**src/rtl/uart_core.sv**
```systemverilog
// UART transmitter and receiver sharing one free-running 16x oversample tick,
// with an optional internal loopback from o_tx to the receiver input.
module uart_core #(
  parameter int CLK_HZ  = 100_000_000,
  parameter int BAUD    = 921600,
  parameter int D_BITS  = 8,
  parameter int SP_BITS = 1,
  parameter int PARITY  = 0
) (
  input  logic              i_clk,
  input  logic              i_rst_n,
  input  logic              i_loopback,
  input  logic              i_tx_valid,
  input  logic [D_BITS-1:0] i_tx_data,
  output logic              o_tx_ready,
  output logic              o_tx,
  input  logic              i_rx,
  output logic [D_BITS-1:0] o_rx_data,
  output logic              o_rx_valid,
  output logic              o_parity_err,
  output logic              o_frame_err
);
  localparam int DIV_RAW = CLK_HZ / (BAUD * 16);
  localparam int DIV     = (DIV_RAW < 1) ? 1 : DIV_RAW;
  localparam int DW      = (DIV > 1) ? $clog2(DIV) : 1;

  localparam logic [4:0] MID_LAST  = 5'd7;
  localparam logic [4:0] BIT_LAST  = 5'd15;
  localparam logic [4:0] STOP_LAST = 5'(SP_BITS * 16 - 1);
  localparam logic [3:0] DATA_LAST = 4'(D_BITS - 1);
  localparam logic [3:0] SP_LAST   = 4'(SP_BITS - 1);
  localparam logic       HAS_PAR   = (PARITY != 0);
  localparam logic       ODD       = (PARITY == 1);

  typedef enum logic [2:0] {S_IDLE, S_START, S_DATA, S_PARITY, S_STOP} state_t;

  logic [DW-1:0] div_cnt;
  logic          tick;

  assign tick = (div_cnt == DW'(DIV - 1));

  // NOTE: sequential state is updated with <= only, so every branch below sees start-of-cycle values.
  always_ff @(posedge i_clk) begin
    if (!i_rst_n)  div_cnt <= '0;
    else if (tick) div_cnt <= '0;
    else           div_cnt <= div_cnt + 1'b1;
  end

  state_t            tx_state;
  logic [4:0]        tx_ticks;
  logic [3:0]        tx_bits;
  logic [D_BITS-1:0] tx_shift;
  logic              tx_par;

  always_ff @(posedge i_clk) begin
    if (!i_rst_n) begin
      tx_state   <= S_IDLE;
      tx_ticks   <= '0;
      tx_bits    <= '0;
      tx_shift   <= '0;
      tx_par     <= 1'b0;
      o_tx       <= 1'b1;
      o_tx_ready <= 1'b0;
    end else begin
      case (tx_state)
        S_IDLE: begin
          o_tx       <= 1'b1;
          o_tx_ready <= 1'b1;
          if (i_tx_valid && o_tx_ready) begin
            tx_shift   <= i_tx_data;
            tx_par     <= ^i_tx_data ^ ODD;
            tx_ticks   <= '0;
            o_tx       <= 1'b0;
            o_tx_ready <= 1'b0;
            tx_state   <= S_START;
          end
        end
        S_START: if (tick) begin
          if (tx_ticks == BIT_LAST) begin
            tx_ticks <= '0;
            tx_bits  <= '0;
            o_tx     <= tx_shift[0];
            tx_state <= S_DATA;
          end else tx_ticks <= tx_ticks + 5'd1;
        end
        S_DATA: if (tick) begin
          if (tx_ticks == BIT_LAST) begin
            tx_ticks <= '0;
            tx_shift <= tx_shift >> 1;
            if (tx_bits == DATA_LAST) begin
              o_tx     <= HAS_PAR ? tx_par : 1'b1;
              tx_state <= HAS_PAR ? S_PARITY : S_STOP;
            end else begin
              tx_bits <= tx_bits + 4'd1;
              o_tx    <= tx_shift[1];
            end
          end else tx_ticks <= tx_ticks + 5'd1;
        end
        S_PARITY: if (tick) begin
          if (tx_ticks == BIT_LAST) begin
            tx_ticks <= '0;
            o_tx     <= 1'b1;
            tx_state <= S_STOP;
          end else tx_ticks <= tx_ticks + 5'd1;
        end
        S_STOP: if (tick) begin
          if (tx_ticks == STOP_LAST) begin
            tx_ticks   <= '0;
            o_tx_ready <= 1'b1;
            tx_state   <= S_IDLE;
          end else tx_ticks <= tx_ticks + 5'd1;
        end
        default: tx_state <= S_IDLE;
      endcase
    end
  end

  logic rx_src, sync0, sync1;

  assign rx_src = i_loopback ? o_tx : i_rx;

  always_ff @(posedge i_clk) begin
    if (!i_rst_n) begin
      sync0 <= 1'b1;
      sync1 <= 1'b1;
    end else begin
      sync0 <= rx_src;
      sync1 <= sync0;
    end
  end

  state_t            rx_state;
  logic [4:0]        rx_ticks;
  logic [3:0]        rx_bits;
  logic [D_BITS-1:0] rx_shift;
  logic              rx_par, rx_ferr, wait_high, par_bad;

  assign par_bad = HAS_PAR && (^rx_shift ^ rx_par ^ ODD);

  always_ff @(posedge i_clk) begin
    if (!i_rst_n) begin
      rx_state     <= S_IDLE;
      rx_ticks     <= '0;
      rx_bits      <= '0;
      rx_shift     <= '0;
      rx_par       <= 1'b0;
      rx_ferr      <= 1'b0;
      wait_high    <= 1'b0;
      o_rx_data    <= '0;
      o_rx_valid   <= 1'b0;
      o_parity_err <= 1'b0;
      o_frame_err  <= 1'b0;
    end else begin
      // NOTE: o_rx_valid defaults low every cycle, so the completion branch alone forms a one-cycle pulse.
      o_rx_valid <= 1'b0;
      case (rx_state)
        S_IDLE: begin
          rx_ticks <= '0;
          if (sync1)           wait_high <= 1'b0;
          else if (!wait_high) rx_state  <= S_START;
        end
        S_START: if (tick) begin
          if (rx_ticks == MID_LAST) begin
            rx_ticks <= '0;
            rx_bits  <= '0;
            rx_state <= sync1 ? S_IDLE : S_DATA;
          end else rx_ticks <= rx_ticks + 5'd1;
        end
        S_DATA: if (tick) begin
          if (rx_ticks == BIT_LAST) begin
            rx_ticks <= '0;
            rx_shift <= {sync1, rx_shift[D_BITS-1:1]};
            if (rx_bits == DATA_LAST) begin
              rx_bits  <= '0;
              rx_ferr  <= 1'b0;
              rx_state <= HAS_PAR ? S_PARITY : S_STOP;
            end else rx_bits <= rx_bits + 4'd1;
          end else rx_ticks <= rx_ticks + 5'd1;
        end
        S_PARITY: if (tick) begin
          if (rx_ticks == BIT_LAST) begin
            rx_ticks <= '0;
            rx_par   <= sync1;
            rx_state <= S_STOP;
          end else rx_ticks <= rx_ticks + 5'd1;
        end
        S_STOP: if (tick) begin
          if (rx_ticks == BIT_LAST) begin
            rx_ticks <= '0;
            if (rx_bits == SP_LAST) begin
              o_rx_data    <= rx_shift;
              o_rx_valid   <= 1'b1;
              o_parity_err <= par_bad;
              o_frame_err  <= rx_ferr | ~sync1;
              // A low final stop means the line is still low; wait for it to rise.
              wait_high    <= rx_ferr | ~sync1;
              rx_state     <= S_IDLE;
            end else begin
              rx_bits <= rx_bits + 4'd1;
              rx_ferr <= rx_ferr | ~sync1;
            end
          end else rx_ticks <= rx_ticks + 5'd1;
        end
        default: rx_state <= S_IDLE;
      endcase
    end
  end
endmodule

```
**config.mk**
```make
export PLATFORM = sky130hd
export DESIGN_NAME = uart_core
export DESIGN_NICKNAME = d
export VERILOG_FILES = /design/src/rtl/uart_core.sv
export SDC_FILE = /design/constraint.sdc
export NUM_CORES = 1
export LEC_CHECK = 0
export CORE_UTILIZATION = 50
export CTS_BUF_LIST = sky130_fd_sc_hd__clkbuf_8
export DETAILED_ROUTE_END_ITERATION = 10
export GPL_TIMING_DRIVEN = 0
export PLACE_DENSITY_LB_ADDON = 0.15
export SETUP_SLACK_MARGIN = 0.1
export SYNTH_ARGS = -nofsm -noshare
export SYNTH_HDL_FRONTEND = slang
export SYNTH_SLANG_ARGS = --single-unit
```
**constraint.sdc**
```tcl
create_clock -name i_clk -period 3.1 [get_ports i_clk]
set_clock_uncertainty 0.05 [all_clocks]
set_input_delay 0.62 -clock i_clk [delete_from_list [all_inputs] [get_ports i_clk]]
set_output_delay 0.62 -clock i_clk [all_outputs]
set_load 0.01 [all_outputs]
```
==> results of run 1 <==
[worst max-delay path: cells and delay by family]
family                 cells  cell delay [ps]
AOI/OAI and AO/OA          2              600
buffers and inverters      2              860
and+or+nand+nor            3              510
[kinds of logic (layout without fill, tap and decap cells)]
group,after synthesis,count (layout),share of synthesized area
AO/OA/AOI/OAI,66,66,0.160
XOR/XNOR,4,4,0.0117
adder cells (fa/ha/maj),8,8,0.0334
buffers and inverters,26,66,0.0430
flip-flops,59,59,0.394
multiplexers,30,30,0.100
other,1,1,0.00125
AND/OR/NAND/NOR,142,142,0.256
[flip-flops by register name (all words and copies together) (netlist names), 3 cells and up]
| signal | count |
|---|---|
| rx_state | 3 |
| tx_shift | 8 |
| rx_bits | 4 |
| div_cnt | 3 |
| tx_ticks | 5 |
| rx_shift | 8 |
| rx_ticks | 5 |
| tx_state | 3 |
| tx_bits | 4 |
| o_rx_data | 8 |
[metal layers]
metal | GRT usage | wire length (um)
met1 | 0.272 | 3010
met2 | 0.339 | 2760
met3 | 0.0686 | 304
met4 | 0.0818 | 86
met5 | 0 | 0
[Yosys cell counts, drive strengths merged (7+ instances only)]
cell type / number / share of area
nor2b: 24 / 0.050
dfxtp: 59 / 0.39
a21oi: 13 / 0.022
o211a: 9 / 0.030
o21ai: 7 / 0.012
nor3b: 7 / 0.018
ha: 8 / 0.033
nor3: 7 / 0.015
a21boi: 12 / 0.030
o21a: 8 / 0.020
inv: 8 / 0.010
nand2: 38 / 0.048
nor2: 22 / 0.028
clkbuf: 9 / 0.011
nand3: 12 / 0.022
mux2i: 30 / 0.10
buf: 8 / 0.019
[per-stage QoR]
stage / std cells / area [um2] / worst slack, ps
floorplan: 336 / 3000 / 1220
global placement: 432 / 3330 / 398
detailed placement: 432 / 3330 / 363
CTS: 448 / 3560 / 722
global route: 448 / 3560 / 582
finish: 448 / 3560 / 697
[power by group]
part | internal (mW) | switching, mW | total [mW] | leakage [nW]
Sequential | 0.775 | 0.0123 | 0.788 | 0.478
Combinational | 0.0597 | 0.0627 | 0.122 | 0.754
Clock | 0.499 | 0.317 | 0.816 | 0.112
Total | 1.33 | 0.392 | 1.73 | 1.34
[worst paths after layout]
check | end | slack, ps
max reg2reg | tx_shift[3] | 880
max | tx_shift[3] | 700
min | sync1 | 360
min reg2reg | sync1 | 360
[area by class of cell]
class | count | area, um2 | share of cell area
Buffer | 18 | 98.8 | 0.0277
Clock buffer | 11 | 151 | 0.0425
Inverter | 8 | 30.0 | 0.00843
Sequential cell | 59 | 1180 | 0.331
Tap cell | 72 | 90.1 | 0.0253
Clock inverter | 5 | 83.8 | 0.0235
Multi-Input combinational cell | 251 | 1690 | 0.474
Timing Repair Buffer | 24 | 240 | 0.0674
==> results.md, run 1 <==
* Worst hold stages at 1
* Startpoint types: primary input
* I/O pins at 26
* Skew-Pair Late Insertion Delay at 340 ps
* Chip height at 79.4 um
* Required time worst endpoint at 3290 ps
* Final hold vios at 0
* Initial antenna violation count at 0
* Critical Path Sink Type: register
* Via count at 2486
* TritonCTS Buffers at 9
* Hold-fix buffers, CTS at 0
* Pin count of the biggest net entering global routing at 12
* Die ar. at 0.00631 mm2
* Post-CTS Setup Repair Bufs at 0
* Largest stage delay, worst path at 530 ps
* Status: finished, final reports clean
* H-Tree Level Count at 3
* DR iter-0 viols at 151
* Core ar. at 0.00564 mm2
* Post-Syn Area at 0.00300 mm2
* Highest clock rate at 416 MHz
* Relative max-transition margin at 0.606
* Post-synth EDFFs at 0
* RSZ-0062 raised after global routing: no
* Cells after synthesis at 336
* Hold Path Origin: sync0
* Lkg Pwr at 1.34 nW
* Area added between synthesis and finish at 18.9%
* Drc violations at 0
* Gr usage total at 0.215
* DRT Wirelength at 6.16 mm
* Crit path cell chain: clkdlybuf4s50_1 > nand2_1 > or2_2 > a21boi_0 > buf_2 > nand2_1 > o211a_1
* Syn avg cell area at 8.92 um2
* Vias in the first global route at 2243
* Hold Crit Class: register to register
* CTS tree: yes
* ANT nets after route at 0
* RD Place Congestion at 0.859
* Filler cells at 504
* Max-slew violations at 0
* Layout cell share with drive strength beyond 1 at 0.0824
* Fin Setup TNS at 0 ps
* Starting density of the core at 0.531
* PwrDens at 484 mW/mm2
* Final Util at 0.632
* Slowest-stage cell, CP: clkdlybuf4s50_1
* Clk sinks at 59
* Commonest non-fill, non-tap cells in the layout: dfxtp_1 (59), nand2_1 (38), mux2i_1 (30)
* Antenna diodes at 0
* Syn Nets at 357
* Most common cell after layout, fill and taps aside: dfxtp_1
* Total global routing overflow at 0
* Fin crit period at 2400 ps
* Post-synth cell types at 52
* Clk slew on worst S/H paths at 70 ps
* Rows at 27
* Chip Width at 79.4 um
* Register bit total from synthesis at 59
* Drt first pass iters at 4
* Launch point of the worst path: i_tx_valid
* Worst path arrival time at 2590 ps
* Cell mode on critical path: nand2_1
* Crit Path Max Fanout at 10
* R2r worst-path depth at 8
* Fraction of the cycle the final worst path needs at 0.775
* Clock Path Buffers at 2
* VDD IR-drop max at 0.350 mV
* Port Buf Inserts at 24
* Least-Margin Pin Slew at 583 ps
* Final setup violation count at 0
* Layout Nets at 392
* Worst hold slack at 362 ps
* Post-cts sizing count at 0
* Number of max-cap violations at 0
* Sequential fraction of the synthesis area at 0.394
* DP HPWL at 4.23 mm
* Main synth FF type: dfxtp_1
* Root Buffer Master: clkbuf_8
* Overall power at 1.73 mW
* Reg2reg start: div_cnt[0]
* First-pass GRT wire length at 10.4 mm
* Via density at 5.55
* Setup Crit Path Kind: primary input to register
* Ys async rst share at 0
* YS warnings at 0
* Avg WL per Cell at 13.7 um
(Power assumes the default switching activity.)
==> run 2, diff against run 1 <==
==> constraint.sdc (replaced) <==
create_clock -name i_clk -period 2.15 [get_ports i_clk]
set_clock_uncertainty 0.05 [all_clocks]
set_input_delay 0.43 -clock i_clk [delete_from_list [all_inputs] [get_ports i_clk]]
set_output_delay 0.43 -clock i_clk [all_outputs]
set_load 0.01 [all_outputs]
==> run 2 against run 1 <==
  * Count of clock-buffer cells in the layout did not move
  * Design area up 2.4%
  * Clock power up 43%
  * Via count increased by 0.20%
  * Global-route usage increased by 0.15 points
  * Routed wire length grew 2.0%
  * Sequential power grew 45%
  * Sequential share of layout area decreased by 0.78 points
  * First-iteration DRC count is 20% higher
  * Register-to-register slack got worse by 660 ps
  * Critical path type is now register to register
==> results.md, run 2 (synthesis gave the netlist of run 1 again) <==
* TritonCTS Buffers at 9
* Antenna diodes at 0
* Setup Crit Path Kind: register to register
* RD Place Congestion at 0.859
* Pin count of the biggest net entering global routing at 12
* Final setup violation count at 0
* Via density at 5.55
* Required time worst endpoint at 2390 ps
* ANT nets after route at 0
* Fraction of the cycle the final worst path needs at 0.896
* Final Util at 0.647
* Combinational share of power at 0.074
* Avg WL per Cell at 14.0 um
* H-Tree Level Count at 3
* Startpoint types: register
* DR iter-0 viols at 181
* Layout Nets at 393
* Root Buffer Master: clkbuf_8
* CTS tree: yes
* Psw at 0.564 mW
* Most common cell after layout, fill and taps aside: dfxtp_1
* Skew-Pair Late Insertion Delay at 340 ps
* Gr usage total at 0.216
* Int Pwr at 1.93 mW
* Core ar. at 0.00564 mm2
* Drt first pass iters at 4
* Met1 wire length at 3.07 mm
* Sequential power share at 0.456
* Highest clock rate at 519 MHz
* Area added between synthesis and finish at 21.7%
* Final hold vios at 0
* Post-DP Area at 0.00333 mm2
* Via count at 2491
* Drc violations at 0
* Fin crit period at 1930 ps
* Critical Path Sink Type: register
* Placed cells at 432
* Crit Path Max Fanout at 10
* Clock Power Share at 0.470
* Initial antenna violation count at 0
* First-pass GRT wire length at 10.5 mm
* Met2 wire length at 2.89 mm
* Die ar. at 0.00631 mm2
* Chip height at 79.4 um
* PwrDens at 683 mW/mm2
* Max-slew violations at 0
* Number of max-cap violations at 0
* Starting density of the core at 0.531
* Regs by FF count: o_rx_data (8), rx_shift (8), tx_shift (8)
* RSZ-0062 raised after global routing: yes
* Hold-fix buffers, CTS at 0
* I/O pins at 26
* Chip Width at 79.4 um
* Worst path arrival time at 2160 ps
* Sw Ratio at 0.226
* Least-Margin Pin Slew at 556 ps
* VDD IR-drop max at 0.504 mV
* Clk sinks at 59
* Commonest non-fill, non-tap cells in the layout: dfxtp_1 (59), nand2_1 (37), mux2i_1 (30)
* Clock Path Buffers at 2
* Relative max-transition margin at 0.629
* DR WL met3 at 257 um
* Vias in the first global route at 2260
* Hold Crit Class: register to register
* DP HPWL at 4.23 mm
* Status: finished, final reports clean
* Post-route cell area at 0.00365 mm2
* Clk slew on worst S/H paths at 70 ps
* Total global routing overflow at 0
* Lkg Pwr at 1.37 nW
* Layout cell share with drive strength beyond 1 at 0.111
* Port Buf Inserts at 24
* Filler cells at 499
* DR top layer: met4
* Fin cells at 449
* DRT Wirelength at 6.28 mm
* Rows at 27
run 2: worst max-delay path, cell delays in order (launching register included):
cell	delay, ps
dfxtp_1	360
ha_1	210
and2_1	170
buf_2	220
nand2_1	220
or3_1	360
a21oi_1	160
o21a_1	120
run 2: cell type report:
type | count | area (um2) | area share
Clock inverter | 5 | 83.8 | 0.0230
Timing Repair Buffer | 25 | 260 | 0.0713
Buffer | 18 | 109 | 0.0298
Tap cell | 72 | 90.1 | 0.0247
Sequential cell | 59 | 1180 | 0.324
Multi-Input combinational cell | 251 | 1740 | 0.478
Inverter | 8 | 30.0 | 0.00823
Clock buffer | 11 | 151 | 0.0415
run 2: worst paths after layout:
path | start | end | slack [ps] | cells after the start
max | div_cnt[0] | tx_state[1] | 220 | 7
min reg2reg | sync0 | sync1 | 360 | 1
max reg2reg | div_cnt[0] | tx_state[1] | 220 | 7
min | sync0 | sync1 | 360 | 1
run 2: metrics by stage:
step	power [mW]	TNS (ps)	hold WS, ps	setup slack, ps
global placement	1.33	-3100	347	-362
detailed placement	1.33	-3410	342	-397
global route	2.60	0	370	80.0
finish	2.49	0	363	224
floorplan	1.27	0	336	308
CTS	2.52	0	365	104
run 2: what timing repair did:
action / 4_1_cts / 5_1_grt
gates cloned: 0 / 0
setup endpoints to repair: 18 / 25
pin swaps: 1 / 1
gates resized for setup: 4 / 13
buffers inserted: 1 / 0
run 2: power by group through the flow:
stage,clock (mW),sequential [mW],combinational (mW)
floorplan,0,1.16,0.115
global placement,0,1.16,0.173
detailed placement,0,1.16,0.175
CTS,1.20,1.14,0.178
global route,1.26,1.14,0.202
finish,1.17,1.14,0.184
run 2: layer usage:
metal,vias up,GRT usage
met4,0,0.0818
li1,1258,-
met5,-,0
met1,1183,0.273
met3,7,0.0686
met2,43,0.343
